## config.mk

```make
export PLATFORM = sky130hd
export DESIGN_NAME = spi_master
export DESIGN_NICKNAME = d
export VERILOG_FILES = /design/src/rtl/spi_pkg.sv /design/src/rtl/spi_master_clk_gen.sv /design/src/rtl/spi_master.sv
export SDC_FILE = /design/constraint.sdc
export NUM_CORES = 1
export LEC_CHECK = 0
export ABC_AREA = 1
export BUFFER_PORTS_ARGS = -buffer_cell sky130_fd_sc_hd__buf_2
export CAP_MARGIN = 20
export CELL_PAD_IN_SITES_DETAIL_PLACEMENT = 0
export CELL_PAD_IN_SITES_GLOBAL_PLACEMENT = 2
export CORE_AREA = 4 4 94 96
export CTS_CLUSTER_DIAMETER = 60
export DETAILED_ROUTE_END_ITERATION = 6
export DIE_AREA = 0 0 98 100
export HOLD_SLACK_MARGIN = 0.02
export PLACE_DENSITY_LB_ADDON = 0.1
export REMOVE_ABC_BUFFERS = 1
export SYNTH_ARGS = -nofsm -noshare
export SYNTH_HDL_FRONTEND = slang
export SYNTH_HIERARCHICAL = 1
export SYNTH_SLANG_ARGS = --single-unit
```

## constraint.sdc

```tcl
create_clock -name clk_in -period 2.2 [get_ports clk_in]
set_input_delay 0.11 -clock clk_in [delete_from_list [all_inputs] [get_ports clk_in]]
set_output_delay 0.11 -clock clk_in [all_outputs]
set_load 0.01 [all_outputs]
```

## src/rtl/spi_pkg.sv

```systemverilog
// Shared types and helpers for the SPI master and its clock generator.
package spi_pkg;

   typedef enum logic [1:0] {IDLE, XFER, HOLD} spi_state_t;

   // A single chip select still needs a one-bit index port.
   function automatic int cs_width(input int num_cs);
      return (num_cs > 1) ? $clog2(num_cs) : 1;
   endfunction

endpackage

```

## src/rtl/spi_master_clk_gen.sv

```systemverilog
// SCK generator: half-period down-counter plus edge counter, with
// per-edge strobes for the master's shift logic.
module spi_clk_gen #(
   parameter int DATA_WIDTH  = 8,
   parameter int DATA_PERIOD = 100
) (
   input  logic clk_in,
   input  logic rst_in,
   input  logic run,
   input  logic cpol,
   output logic data_clk_out,
   output logic lead_stb,
   output logic trail_stb,
   output logic last_stb
);

   localparam int HALF = DATA_PERIOD / 2;
   localparam int CW   = $clog2(DATA_PERIOD) + 1;
   localparam int EW   = $clog2(2 * DATA_WIDTH + 1);

   logic [CW-1:0] half_cnt;
   logic [EW-1:0] edge_cnt;
   logic          edge_stb;

   // edge_cnt holds edges already produced, so an even count means the
   // upcoming edge is a leading (odd-numbered) one.
   assign edge_stb  = run && (half_cnt == '0);
   assign lead_stb  = edge_stb && !edge_cnt[0];
   assign trail_stb = edge_stb &&  edge_cnt[0];
   assign last_stb  = edge_stb && (edge_cnt == EW'(2 * DATA_WIDTH - 1));

   always_ff @(posedge clk_in) begin
      if (rst_in) begin
         half_cnt     <= '0;
         edge_cnt     <= '0;
         data_clk_out <= 1'b0;
      end else if (!run) begin
         half_cnt     <= CW'(HALF - 1);
         edge_cnt     <= '0;
         data_clk_out <= cpol;
      end else if (edge_stb) begin
         half_cnt     <= CW'(HALF - 1);
         edge_cnt     <= edge_cnt + EW'(1);
         data_clk_out <= lead_stb ? ~cpol : cpol;
      end else begin
         half_cnt     <= half_cnt - CW'(1);
      end
   end

endmodule

```

## src/rtl/spi_master.sv

```systemverilog
// Full-duplex SPI master: all four CPOL/CPHA modes, NUM_CS active-low
// selects, ready/valid request handshake.
//
// state | meaning
// IDLE  | ready for a request; SCK tracks cpol_in
// XFER  | 2*DATA_WIDTH SCK edges, shifting copi out and cipo in
// HOLD  | one half period with select held, then complete
module spi_master
   import spi_pkg::*;
#(
   parameter  int DATA_WIDTH  = 8,
   parameter  int DATA_PERIOD = 100,
   parameter  int NUM_CS      = 1,
   localparam int CSW         = cs_width(NUM_CS)
) (
   input  logic                  clk_in,
   input  logic                  rst_in,
   input  logic [DATA_WIDTH-1:0] data_in,
   input  logic [CSW-1:0]        cs_sel_in,
   input  logic                  cpol_in,
   input  logic                  cpha_in,
   input  logic                  trigger_in,
   output logic                  ready_out,
   output logic [DATA_WIDTH-1:0] data_out,
   output logic                  data_valid_out,
   output logic                  copi_out,
   input  logic                  cipo_in,
   output logic                  data_clk_out,
   output logic [NUM_CS-1:0]     sel_out
);

   localparam int HALF = DATA_PERIOD / 2;
   localparam int HW   = $clog2(DATA_PERIOD);

   spi_state_t            state, state_nxt;
   logic                  accept, hold_done;
   logic                  cpol_q, cpha_q, clk_cpol;
   logic                  lead_stb, trail_stb, last_stb;
   logic                  sample_stb, shift_stb;
   logic [DATA_WIDTH-1:0] tx_sh, rx_sh;
   logic [HW-1:0]         hold_cnt;
   logic [NUM_CS-1:0]     sel_dec;

   assign ready_out = (state == IDLE);
   assign clk_cpol  = (state == IDLE) ? cpol_in : cpol_q;

   spi_clk_gen #(
      .DATA_WIDTH  (DATA_WIDTH),
      .DATA_PERIOD (DATA_PERIOD)
   ) u_clk_gen (
      .clk_in       (clk_in),
      .rst_in       (rst_in),
      .run          (state == XFER),
      .cpol         (clk_cpol),
      .data_clk_out (data_clk_out),
      .lead_stb     (lead_stb),
      .trail_stb    (trail_stb),
      .last_stb     (last_stb)
   );

   always_ff @(posedge clk_in) begin
      if (rst_in) state <= IDLE;
      else        state <= state_nxt;
   end

   always_comb begin
      state_nxt = state;
      accept    = 1'b0;
      hold_done = 1'b0;
      unique case (state)
         IDLE: if (trigger_in) begin
            accept    = 1'b1;
            state_nxt = XFER;
         end
         XFER: if (last_stb) state_nxt = HOLD;
         HOLD: if (hold_cnt == '0) begin
            hold_done = 1'b1;
            state_nxt = IDLE;
         end
         default: state_nxt = IDLE;
      endcase
   end

   // An out-of-range index matches no line, so the transfer runs unselected.
   always_comb begin
      sel_dec = '1;
      for (int i = 0; i < NUM_CS; i++)
         if (cs_sel_in == CSW'(i)) sel_dec[i] = 1'b0;
   end

   assign sample_stb = cpha_q ? trail_stb : lead_stb;
   assign shift_stb  = cpha_q ? lead_stb  : (trail_stb && !last_stb);

   always_ff @(posedge clk_in) begin
      if (rst_in) begin
         copi_out       <= 1'b0;
         sel_out        <= '1;
         data_out       <= '0;
         data_valid_out <= 1'b0;
         tx_sh          <= '0;
         rx_sh          <= '0;
         cpol_q         <= 1'b0;
         cpha_q         <= 1'b0;
         hold_cnt       <= '0;
      end else begin
         data_valid_out <= 1'b0;
         if (accept) begin
            // cpha=0 presents the MSB now, so the register keeps only the rest.
            tx_sh    <= cpha_in ? data_in : {data_in[DATA_WIDTH-2:0], 1'b0};
            copi_out <= cpha_in ? 1'b0 : data_in[DATA_WIDTH-1];
            rx_sh    <= '0;
            cpol_q   <= cpol_in;
            cpha_q   <= cpha_in;
            sel_out  <= sel_dec;
         end
         if (state == XFER) begin
            if (sample_stb) rx_sh <= {rx_sh[DATA_WIDTH-2:0], cipo_in};
            if (shift_stb) begin
               copi_out <= tx_sh[DATA_WIDTH-1];
               tx_sh    <= {tx_sh[DATA_WIDTH-2:0], 1'b0};
            end
            if (last_stb) hold_cnt <= HW'(HALF - 1);
         end
         if (state == HOLD && !hold_done) hold_cnt <= hold_cnt - HW'(1);
         if (hold_done) begin
            sel_out        <= '1;
            copi_out       <= 1'b0;
            data_out       <= rx_sh;
            data_valid_out <= 1'b1;
         end
      end
   end

endmodule
```

==> results.json, run 1 <==
{
  "worstPathCellList": "inv_1 -> ha_1 -> nand2_4 -> nor2_8 -> nand2_4 -> nor2_2 -> inv_1 -> o21bai_1 -> nand2_2 -> inv_2 -> nand2_1 -> a21oi_1",
  "capturing_point_of_the_worst_reg2reg_path": "tx_sh[7]",
  "rr_worst_depth": 12,
  "pre_repair_dr_iteration_count": 4,
  "timing.setup.critical_path_class": "register to register",
  "grt_first_pass_wirelength_mm": 9.91,
  "post_synthesis_area_per_instance_sq_um": 7.35,
  "power.ir.vdd_worst_v": 0.000261,
  "yosys.area.top_type": "sky130_fd_sc_hd__dfxtp_1",
  "outcome": "complete, no violations",
  "post-place-ws_ns": 0.275,
  "sequential_share_of_the_synthesized_area_pct": 39.9,
  "vias": 2184,
  "synth.cell_area_sq_um": 2610,
  "report.final.slew_viol_count": 0,
  "dominantRegCellSynth": "sky130_fd_sc_hd__dfxtp_1",
  "floorplan.die.height_microns": 100,
  "cts_buffer_depth": 2,
  "cts_resized": 0,
  "crit_path_start_kind": "register",
  "critical_path.slowest_cell": "sky130_fd_sc_hd__dfxtp_1",
  "synth_edf_count": 0,
  "holdCritPathClass": "input pin to register",
  "warning_count_from_the_yosys_run": 6,
  "fmax_mhz": 516,
  "critical_path.max_fanout": 11,
  "max_cap_violations": 0,
  "finalCriticalPeriod_ns": 1.94,
  "detailroute.wirelength.met3_microns": 157,
  "report.final.setup_viol": 0,
  "initial_core_util_pct": 32.4,
  "numClockSinks": 52,
  "layout.core_utilization_pct": 36.2,
  "postCtsSetupRepairBufs": 0,
  "synth_async_sr_flop_share_pct": 0,
  "fp-row-count": 33,
  "synth.top_cell.area_share_pct": 39.9,
  "synth.top_cells.by_area": "sky130_fd_sc_hd__dfxtp_1, sky130_fd_sc_hd__nand2_1, sky130_fd_sc_hd__inv_1, sky130_fd_sc_hd__a21oi_1, sky130_fd_sc_hd__nor2_1",
  "r2r_slack_ns": 0.26,
  "clk_pin_slew_ns": 0.11,
  "die-area_sq_um": 9800,
  "critical_path_arrival_ns": 2.18,
  "end_kind": "register",
  "final.setup.tns_ns": 0,
  "highest-signal-layer": "met4",
  "drc_errors": 0,
  "core-area_sq_um": 8050,
  "synth.ff_latch_count": 52,
  "number_of_clock_buffers_inserted_by_tritoncts": 5,
  "total_leakage_power_uw": 0.00136,
  "post_drt_wl_per_cell_microns": 11.5,
  "end_of_the_critical_path": "tx_sh[7]",
  "worst_hold_startpoint": "cipo_in",
  "num_antenna_cells": 0,
  "power-per-cell-area_nw_per_um2": 623,
  "finish.instance_area_sq_um": 2920,
  "netlist_instances": 355,
  "globalRouteTotalUtil_pct": 12.2,
  "ys_types": 37,
  "worst_r2r_startpoint": "u_clk_gen/half_cnt[0]",
  "clock-root-buffer": "sky130_fd_sc_hd__clkbuf_8",
  "relSlewSlack_pct": 61.7,
  "die_width_microns": 98,
  "final.fill_count": 890,
  "layout.nets": 403,
  "ports_placed_on_the_boundary": 28,
  "synth.cells.most_frequent": "sky130_fd_sc_hd__nand2_1, sky130_fd_sc_hd__dfxtp_1, sky130_fd_sc_hd__inv_1",
  "setup_ws_ns": 0.261,
  "final_hold_viol_count": 0,
  "design_power_total_uw": 1820,
  "layout_worst_path_cycle_share_pct": 88.1,
  "largest_net_degree_at_the_start_of_global_routing": 21,
  "clock_latency_ns": 0.31,
  "grt_setup_unrepaired": "false",
  "antenna_found_initial": 0,
  "globalRouteOverflowTotal": 0,
  "skew_ns": 0.0135,
  "tritoncts": "yes",
  "wl_met1_mm": 2.82,
  "drtIter0Drc": 45,
  "area_growth_syn_to_layout_pct": 11.8,
  "hpwlAfterDp_mm": 4.05,
  "drt_wl_total_mm": 5.63,
  "layout-drive-gt1-share_pct": 18.3,
  "htree_levels": 2,
  "dr_wl_met2_mm": 2.57,
  "synthMostInstantiatedCell": "sky130_fd_sc_hd__nand2_1",
  "placedInstanceArea_sq_um": 2810,
  "via_per_inst": 4.48,
  "worst_setup_path_startpoint": "u_clk_gen/half_cnt[0]",
  "cpPeakStageDelay_ns": 0.32,
  "worst_pin_slew_ns": 0.574,
  "route.antenna.remaining_nets": 0,
  "gp_routability_congestion": 0.723,
  "critical_path_required_ns": 2.44,
  "placement.io_buffers": 27,
  "grt_pass1_vias": 2077
}
-- placed cells by master (no fill, tap or decap), types with 13 or more instances in the layout --
cell	Yosys	final
sky130_fd_sc_hd__dfxtp_1	52	52
sky130_fd_sc_hd__o21ai_1	13	13
sky130_fd_sc_hd__a21oi_1	25	25
sky130_fd_sc_hd__o21ai_0	19	19
sky130_fd_sc_hd__buf_2	2	27
sky130_fd_sc_hd__nand3_1	14	14
sky130_fd_sc_hd__nor2_1	28	28
sky130_fd_sc_hd__nand2_1	100	100
sky130_fd_sc_hd__inv_1	40	40
-- area by class of cell --
| class | instances | area [sq um] | area share, % |
|---|---|---|---|
| multi-input combinational | 249 | 1320 | 45.4 |
| tap | 105 | 131 | 4.50 |
| inverter | 45 | 174 | 5.96 |
| clock inverter | 3 | 25.0 | 0.858 |
| clock buffer | 5 | 68.8 | 2.36 |
| sequential | 52 | 1040 | 35.7 |
| timing repair buffer | 29 | 153 | 5.23 |
-- registers in the layout, indices dropped and copies added (netlist names) --
register,cells
copi_out,1
cpha_q,1
cpol_q,1
data_out,8
data_valid_out,1
hold_cnt,7
rx_sh,8
sel_out,1
state,2
tx_sh,8
u_clk_gen/data_clk_out,1
u_clk_gen/edge_cnt,5
u_clk_gen/half_cnt,8
-- report_power, final --
group | internal (uW) | switching (uW)
combinational | 85.0 | 149
clock | 233 | 346
sequential | 977 | 27.1
-- routing by layer --
metal	global-route usage, %	vias up
li1	-	1186
met1	16.1	973
met2	20.1	20
met3	2.64	5
met4	3.83	0
met5	0	-
-- critical path, delay by kind of cell, from the launching register on --
family,cells,cell delay (ns)
adders and majority gates,1,0.21
AOI/OAI and AO/OA,2,0.29
DFF,1,0.32
and+or+nand+nor,6,0.72
buffers and inverters,3,0.34
-- worst min path at each step --
stage / cells past startpoint / to / slack, ns
2_1_floorplan: 1 / cpha_q / 0.18
3_3_place_gp: 3 / sel_out / 0.32
3_5_place_dp: 3 / sel_out / 0.33
4_1_cts: 3 / rx_sh[0] / 0.08
5_1_grt: 3 / rx_sh[0] / 0.13
6_report: 3 / rx_sh[0] / 0.09
-- cell families after synthesis --
logic type                 after synthesis  synth area share, %
DFF                                     52                 39.9
adders and majority gates                6                 2.88
and+or+nand+nor                        174                 32.4
AOI/OAI and AO/OA                       67                 14.8
xor gates and xnor gates                 2                0.672
buffers and inverters                   54                 9.35
-- stage by stage --
| step | hold WS (ns) | instances |
|---|---|---|
| 2_1_floorplan | 0.179 | 346 |
| 3_3_place_gp | 0.325 | 479 |
| 3_5_place_dp | 0.331 | 479 |
| 4_1_cts | 0.0753 | 488 |
| 5_1_grt | 0.127 | 488 |
| 6_report | 0.0907 | 488 |
-- timing repair --
item                                   4_1_cts  5_1_grt
hold buffers                                 1        0
endpoints found under the hold margin        1        0
setup endpoints to repair                    0        0
(Power assumes the default switching activity.)
==> run 2, diff against run 1 <==
--- a/config.mk
+++ b/config.mk
@@ -10,10 +10,10 @@
 export CAP_MARGIN = 20
 export CELL_PAD_IN_SITES_DETAIL_PLACEMENT = 0
 export CELL_PAD_IN_SITES_GLOBAL_PLACEMENT = 2
-export CORE_AREA = 4 4 94 96
+export CORE_AREA = 2 2 97 99
 export CTS_CLUSTER_DIAMETER = 60
 export DETAILED_ROUTE_END_ITERATION = 6
-export DIE_AREA = 0 0 98 100
+export DIE_AREA = 0 0 99 101
 export HOLD_SLACK_MARGIN = 0.02
 export PLACE_DENSITY_LB_ADDON = 0.1
 export REMOVE_ABC_BUFFERS = 1
==> constraint.sdc (replaced) <==
create_clock -name clk_in -period 1.7 [get_ports clk_in]
set_input_delay 0.085 -clock clk_in [delete_from_list [all_inputs] [get_ports clk_in]]
set_output_delay 0.085 -clock clk_in [all_outputs]
set_load 0.01 [all_outputs]
==> results.json, run 2 (same netlist as run 1, synthesis figures left out) <==
{
  "vias": 2275,
  "layout.core_utilization_pct": 36.1,
  "placedInstanceArea_sq_um": 3010,
  "placement.io_buffers": 27,
  "clk_pin_slew_ns": 0.10,
  "final_hold_viol_count": 0,
  "outcome": "complete, no violations",
  "num_antenna_cells": 0,
  "ports_placed_on_the_boundary": 28,
  "antenna_found_initial": 0,
  "tritoncts": "yes",
  "cpLargestDelayFamily": "simple AND/OR/NAND/NOR gates",
  "crit_path_start_kind": "register",
  "worst_pin_slew_ns": 0.730,
  "htree_levels": 2,
  "relSlewSlack_pct": 51.3,
  "crit_path_most_repeated_cell": "sky130_fd_sc_hd__nand2_4",
  "largest_net_degree_at_the_start_of_global_routing": 21,
  "floorplan.die.height_microns": 101,
  "die_width_microns": 99,
  "finalCriticalPeriod_ns": 1.62,
  "fp-row-count": 35,
  "max_cap_violations": 0,
  "power.ir.vdd_worst_v": 0.000376,
  "worst-path-buf-inv": 3,
  "mostFrequentLayoutCell": "sky130_fd_sc_hd__nand2_1",
  "fmax_mhz": 616,
  "post_drt_wl_per_cell_microns": 11.6,
  "number_of_clock_buffers_inserted_by_tritoncts": 5,
  "report.final.slew_viol_count": 0,
  "initial_core_util_pct": 29.1,
  "cpPeakStageDelay_ns": 0.34,
  "grt_setup_unrepaired": "true",
  "via_per_inst": 4.37,
  "layout.nets": 430,
  "post-place-ws_ns": -0.0898,
  "critical_path_arrival_ns": 1.87,
  "timing.setup.critical_path_class": "register to register",
  "numClockSinks": 52,
  "clock-root-buffer": "sky130_fd_sc_hd__clkbuf_8",
  "finish.instance_area_sq_um": 3240,
  "clock_latency_ns": 0.31,
  "critical_path.slowest_cell": "sky130_fd_sc_hd__dfxtp_2",
  "leading_cell_types_in_the_layout_fill_and_taps_excluded": "sky130_fd_sc_hd__nand2_1, sky130_fd_sc_hd__dfxtp_1, sky130_fd_sc_hd__inv_1",
  "globalRouteOverflowTotal": 0,
  "setup_ws_ns": 0.0757,
  "skew_ns": 0.0118,
  "grt_pass1_vias": 2188,
  "holdCritPathClass": "input pin to register",
  "cts_buffer_depth": 2,
  "final.setup.tns_ns": 0,
  "gp_routability_congestion": 0.749,
  "end_kind": "register",
  "power-per-cell-area_nw_per_um2": 743,
  "area_growth_syn_to_layout_pct": 24.3,
  "layout-drive-gt1-share_pct": 28.0,
  "hpwlAfterDp_mm": 4.29,
  "grt_first_pass_wirelength_mm": 10.5,
  "critical_path_required_ns": 1.95,
  "core-area_sq_um": 8980,
  "report.final.setup_viol": 0,
  "pre_repair_dr_iteration_count": 4,
  "worstPathCellList": "inv_2 -> ha_4 -> nand2_4 -> nor2_8 -> nand2_4 -> nor2_4 -> inv_2 -> o21bai_4 -> nand2_4 -> buf_6 -> a21oi_1",
  "drtIter0Drc": 47,
  "critical_path.max_fanout": 5,
  "globalRouteTotalUtil_pct": 13.0,
  "route.antenna.remaining_nets": 0,
  "die-area_sq_um": 10000,
  "total_leakage_power_uw": 0.00152,
  "design_power_total_uw": 2410,
  "drt_wl_total_mm": 6.06,
  "drc_errors": 0,
  "layout_worst_path_cycle_share_pct": 95.5
}
==> run 2: layer usage <==
layer / global-route usage (%) / share of wire (%) / up-vias
met1: 16.9 / 50 / 1015
met5: 0 / 0 / -
met3: 2.57 / 2.3 / 4
li1: - / - / 1235
met2: 22.3 / 47 / 21
met4: 3.16 / 0.81 / 0
==> run 2: worst reg2reg max path, cell delays in order, from the launching register on <==
cell and delay, ns:
sky130_fd_sc_hd__dfxtp_2 0.34, sky130_fd_sc_hd__inv_2 0.07, sky130_fd_sc_hd__ha_4 0.14, sky130_fd_sc_hd__nand2_4 0.06
sky130_fd_sc_hd__nor2_8 0.15, sky130_fd_sc_hd__nand2_4 0.09, sky130_fd_sc_hd__nor2_4 0.10, sky130_fd_sc_hd__inv_2 0.06
sky130_fd_sc_hd__o21bai_4 0.18, sky130_fd_sc_hd__nand2_4 0.12, sky130_fd_sc_hd__buf_6 0.14, sky130_fd_sc_hd__a21oi_1 0.13
==> run 2: path summary, 6_finish.rpt <==
check                             start  depth (start not counted)          end  slack, ns
hold / removal                  cipo_in                          3     rx_sh[0]       0.04
setup reg to reg  u_clk_gen/half_cnt[1]                         11     tx_sh[4]       0.08
setup / recovery  u_clk_gen/half_cnt[1]                         11     tx_sh[4]       0.08
hold reg to reg             data_out[4]                          2  data_out[4]       0.45
==> run 2: power breakdown <==
part / internal, uW / switching [uW] / total [uW]
logic: 158 / 220 / 377
registers: 1260 / 32.8 / 1300
clock network: 294 / 441 / 735
==> run 2: repair_timing <==
item	4_1_cts	5_1_grt
cloned	1	0
setup endpoints to repair	15	25
hold buffers	1	0
buffers inserted	0	4
hold endpoints to repair	1	0
gates resized for setup	10	24
pin swaps	2	7
==> run 2: cell type report <==
class / count / area, sq um
clock inverters: 3 / 21.3
well taps: 111 / 139
clock buffers: 5 / 68.8
fillers: 994 / 5740
multi-input cells: 250 / 1410
flip-flops and latches: 52 / 1040
repair buffers: 55 / 377
inverters: 45 / 179
==> run 2: through the flow <==
step / hold WS, ns / cells
global route: 0.0373 / 521
detailed placement: 0.305 / 507
floorplan: 0.154 / 346
finish: 0.0386 / 521
global placement: 0.300 / 507
CTS: 0.0375 / 517
==> run 3, diff against run 2 <==
==> constraint.sdc (replaced) <==
create_clock -name clk_in -period 1.7 [get_ports clk_in]
set_input_delay 0.085 -clock clk_in [delete_from_list [all_inputs] [get_ports clk_in]]
set_output_delay 0.085 -clock clk_in [all_outputs]
set_load 0.1 [all_outputs]
==> results.json, run 3 (same netlist as run 1, synthesis figures left out) <==
{
  "outcome": "complete, no violations",
  "fin_hold_ws_ns": 0.0386,
  "critical_path_required_ns": 1.95,
  "finalCriticalPeriod_ns": 1.62,
  "tritoncts": "yes",
  "clock_latency_ns": 0.31,
  "die_width_microns": 99,
  "vias": 2275,
  "post-place-ws_ns": -0.0898,
  "timing.setup.critical_path_class": "register to register",
  "crit_path_start_kind": "register",
  "numClockSinks": 52,
  "largest_net_degree_at_the_start_of_global_routing": 21,
  "core-area_sq_um": 8980,
  "die-area_sq_um": 10000,
  "worst_pin_slew_ns": 0.730,
  "layout-drive-gt1-share_pct": 28.0,
  "final.setup.tns_ns": 0,
  "report.final.setup_viol": 0,
  "critical_path_arrival_ns": 1.87,
  "route.antenna.remaining_nets": 0,
  "globalRouteTotalUtil_pct": 13.0,
  "power-per-cell-area_nw_per_um2": 760,
  "final_hold_viol_count": 0,
  "placedInstanceArea_sq_um": 3010,
  "mostFrequentLayoutCell": "sky130_fd_sc_hd__nand2_1",
  "grt_pass1_vias": 2188,
  "grt_setup_unrepaired": "true",
  "antenna_found_initial": 0,
  "placement.io_buffers": 27,
  "drt_wl_total_mm": 6.06,
  "hpwlAfterDp_mm": 4.29,
  "setup_ws_ns": 0.0757,
  "via_per_inst": 4.37,
  "fp-row-count": 35,
  "clk_pin_slew_ns": 0.10,
  "cts_buffer_depth": 2,
  "finish.instance_area_sq_um": 3240,
  "end_kind": "register",
  "grt_first_pass_wirelength_mm": 10.5,
  "area_growth_syn_to_layout_pct": 24.4,
  "ports_placed_on_the_boundary": 28,
  "gp_routability_congestion": 0.749,
  "max_cap_violations": 0,
  "pre_repair_dr_iteration_count": 4,
  "floorplan.die.height_microns": 101,
  "fmax_mhz": 616,
  "relSlewSlack_pct": 51.3,
  "htree_levels": 2,
  "number_of_clock_buffers_inserted_by_tritoncts": 5,
  "drtIter0Drc": 47,
  "layout_worst_path_cycle_share_pct": 95.5,
  "layout.nets": 430,
  "total_leakage_power_uw": 0.00152,
  "report.final.slew_viol_count": 0,
  "drc_errors": 0,
  "post_drt_wl_per_cell_microns": 11.6,
  "design_power_total_uw": 2470,
  "initial_core_util_pct": 29.1,
  "leading_cell_types_in_the_layout_fill_and_taps_excluded": "sky130_fd_sc_hd__nand2_1, sky130_fd_sc_hd__dfxtp_1, sky130_fd_sc_hd__inv_1",
  "skew_ns": 0.0118,
  "num_antenna_cells": 0,
  "clock-root-buffer": "sky130_fd_sc_hd__clkbuf_8",
  "globalRouteOverflowTotal": 0,
  "holdCritPathClass": "input pin to register",
  "power.ir.vdd_worst_v": 0.000377,
  "critical_path.max_fanout": 5
}
==> run 3: cell count changes in the layout (fill, tap and decap cells not counted) <==
| cell | previous run | this run |
|---|---|---|
| sky130_fd_sc_hd__buf_2 | 27 | 26 |
| sky130_fd_sc_hd__clkbuf_4 | 0 | 1 |
==> run 3: area by class of cell <==
| class | instances | area, sq um |
|---|---|---|
| fillers | 993 | 5730 |
| multi-input cells | 250 | 1410 |
| flip-flops and latches | 52 | 1040 |
| repair buffers | 55 | 379 |
| inverters | 45 | 179 |
| well taps | 111 | 139 |
| clock buffers | 5 | 68.8 |
| clock inverters | 3 | 21.3 |
==> run 3: final timing paths <==
check | slack, ns | to | cells past startpoint | startpoint
setup / recovery | 0.08 | tx_sh[4] | 11 | u_clk_gen/half_cnt[1]
hold / removal | 0.04 | rx_sh[0] | 3 | cipo_in
setup reg to reg | 0.08 | tx_sh[4] | 11 | u_clk_gen/half_cnt[1]
hold reg to reg | 0.45 | data_out[4] | 2 | data_out[4]
==> run 3: critical path, stage by stage (launching register included) <==
cell,delay (ns)
sky130_fd_sc_hd__dfxtp_2,0.34
sky130_fd_sc_hd__inv_2,0.07
sky130_fd_sc_hd__ha_4,0.14
sky130_fd_sc_hd__nand2_4,0.06
sky130_fd_sc_hd__nor2_8,0.15
sky130_fd_sc_hd__nand2_4,0.09
sky130_fd_sc_hd__nor2_4,0.09
sky130_fd_sc_hd__inv_2,0.06
sky130_fd_sc_hd__o21bai_4,0.18
sky130_fd_sc_hd__nand2_4,0.12
sky130_fd_sc_hd__buf_6,0.14
sky130_fd_sc_hd__a21oi_1,0.13
==> run 3: metrics by stage <==
stage	utilization, %	instances
finish	36.1	521
global route	36.1	521
CTS	35.1	517
detailed placement	33.5	507
global placement	33.5	507
floorplan	-	346
==> run 3: timing repair <==
| action | in CTS | in global routing |
|---|---|---|
| endpoints found under the hold margin | 1 | 0 |
| resized for setup | 10 | 25 |
| hold buffers | 1 | 0 |
| cloned | 1 | 0 |
| setup endpoints to repair | 15 | 26 |
| buffers inserted | 0 | 4 |
| pin swaps | 2 | 7 |
==> run 3: report_power, final <==
part	internal [uW]	total [uW]	switching, uW	leakage [uW]
sequential	1260	1300	32.8	0.000424
combinational	159	435	276	0.00106
clock	294	735	441	0.0000445
total	1720	2470	750	0.00152
==> run 3: metal layers <==
layer  wire (microns)  track usage [%]  share of wire (%)
met3              137             2.57                2.3
met2             2830             22.3                 47
met5                0                0                  0
met1             3030             16.9                 50
met4               49             3.16               0.81
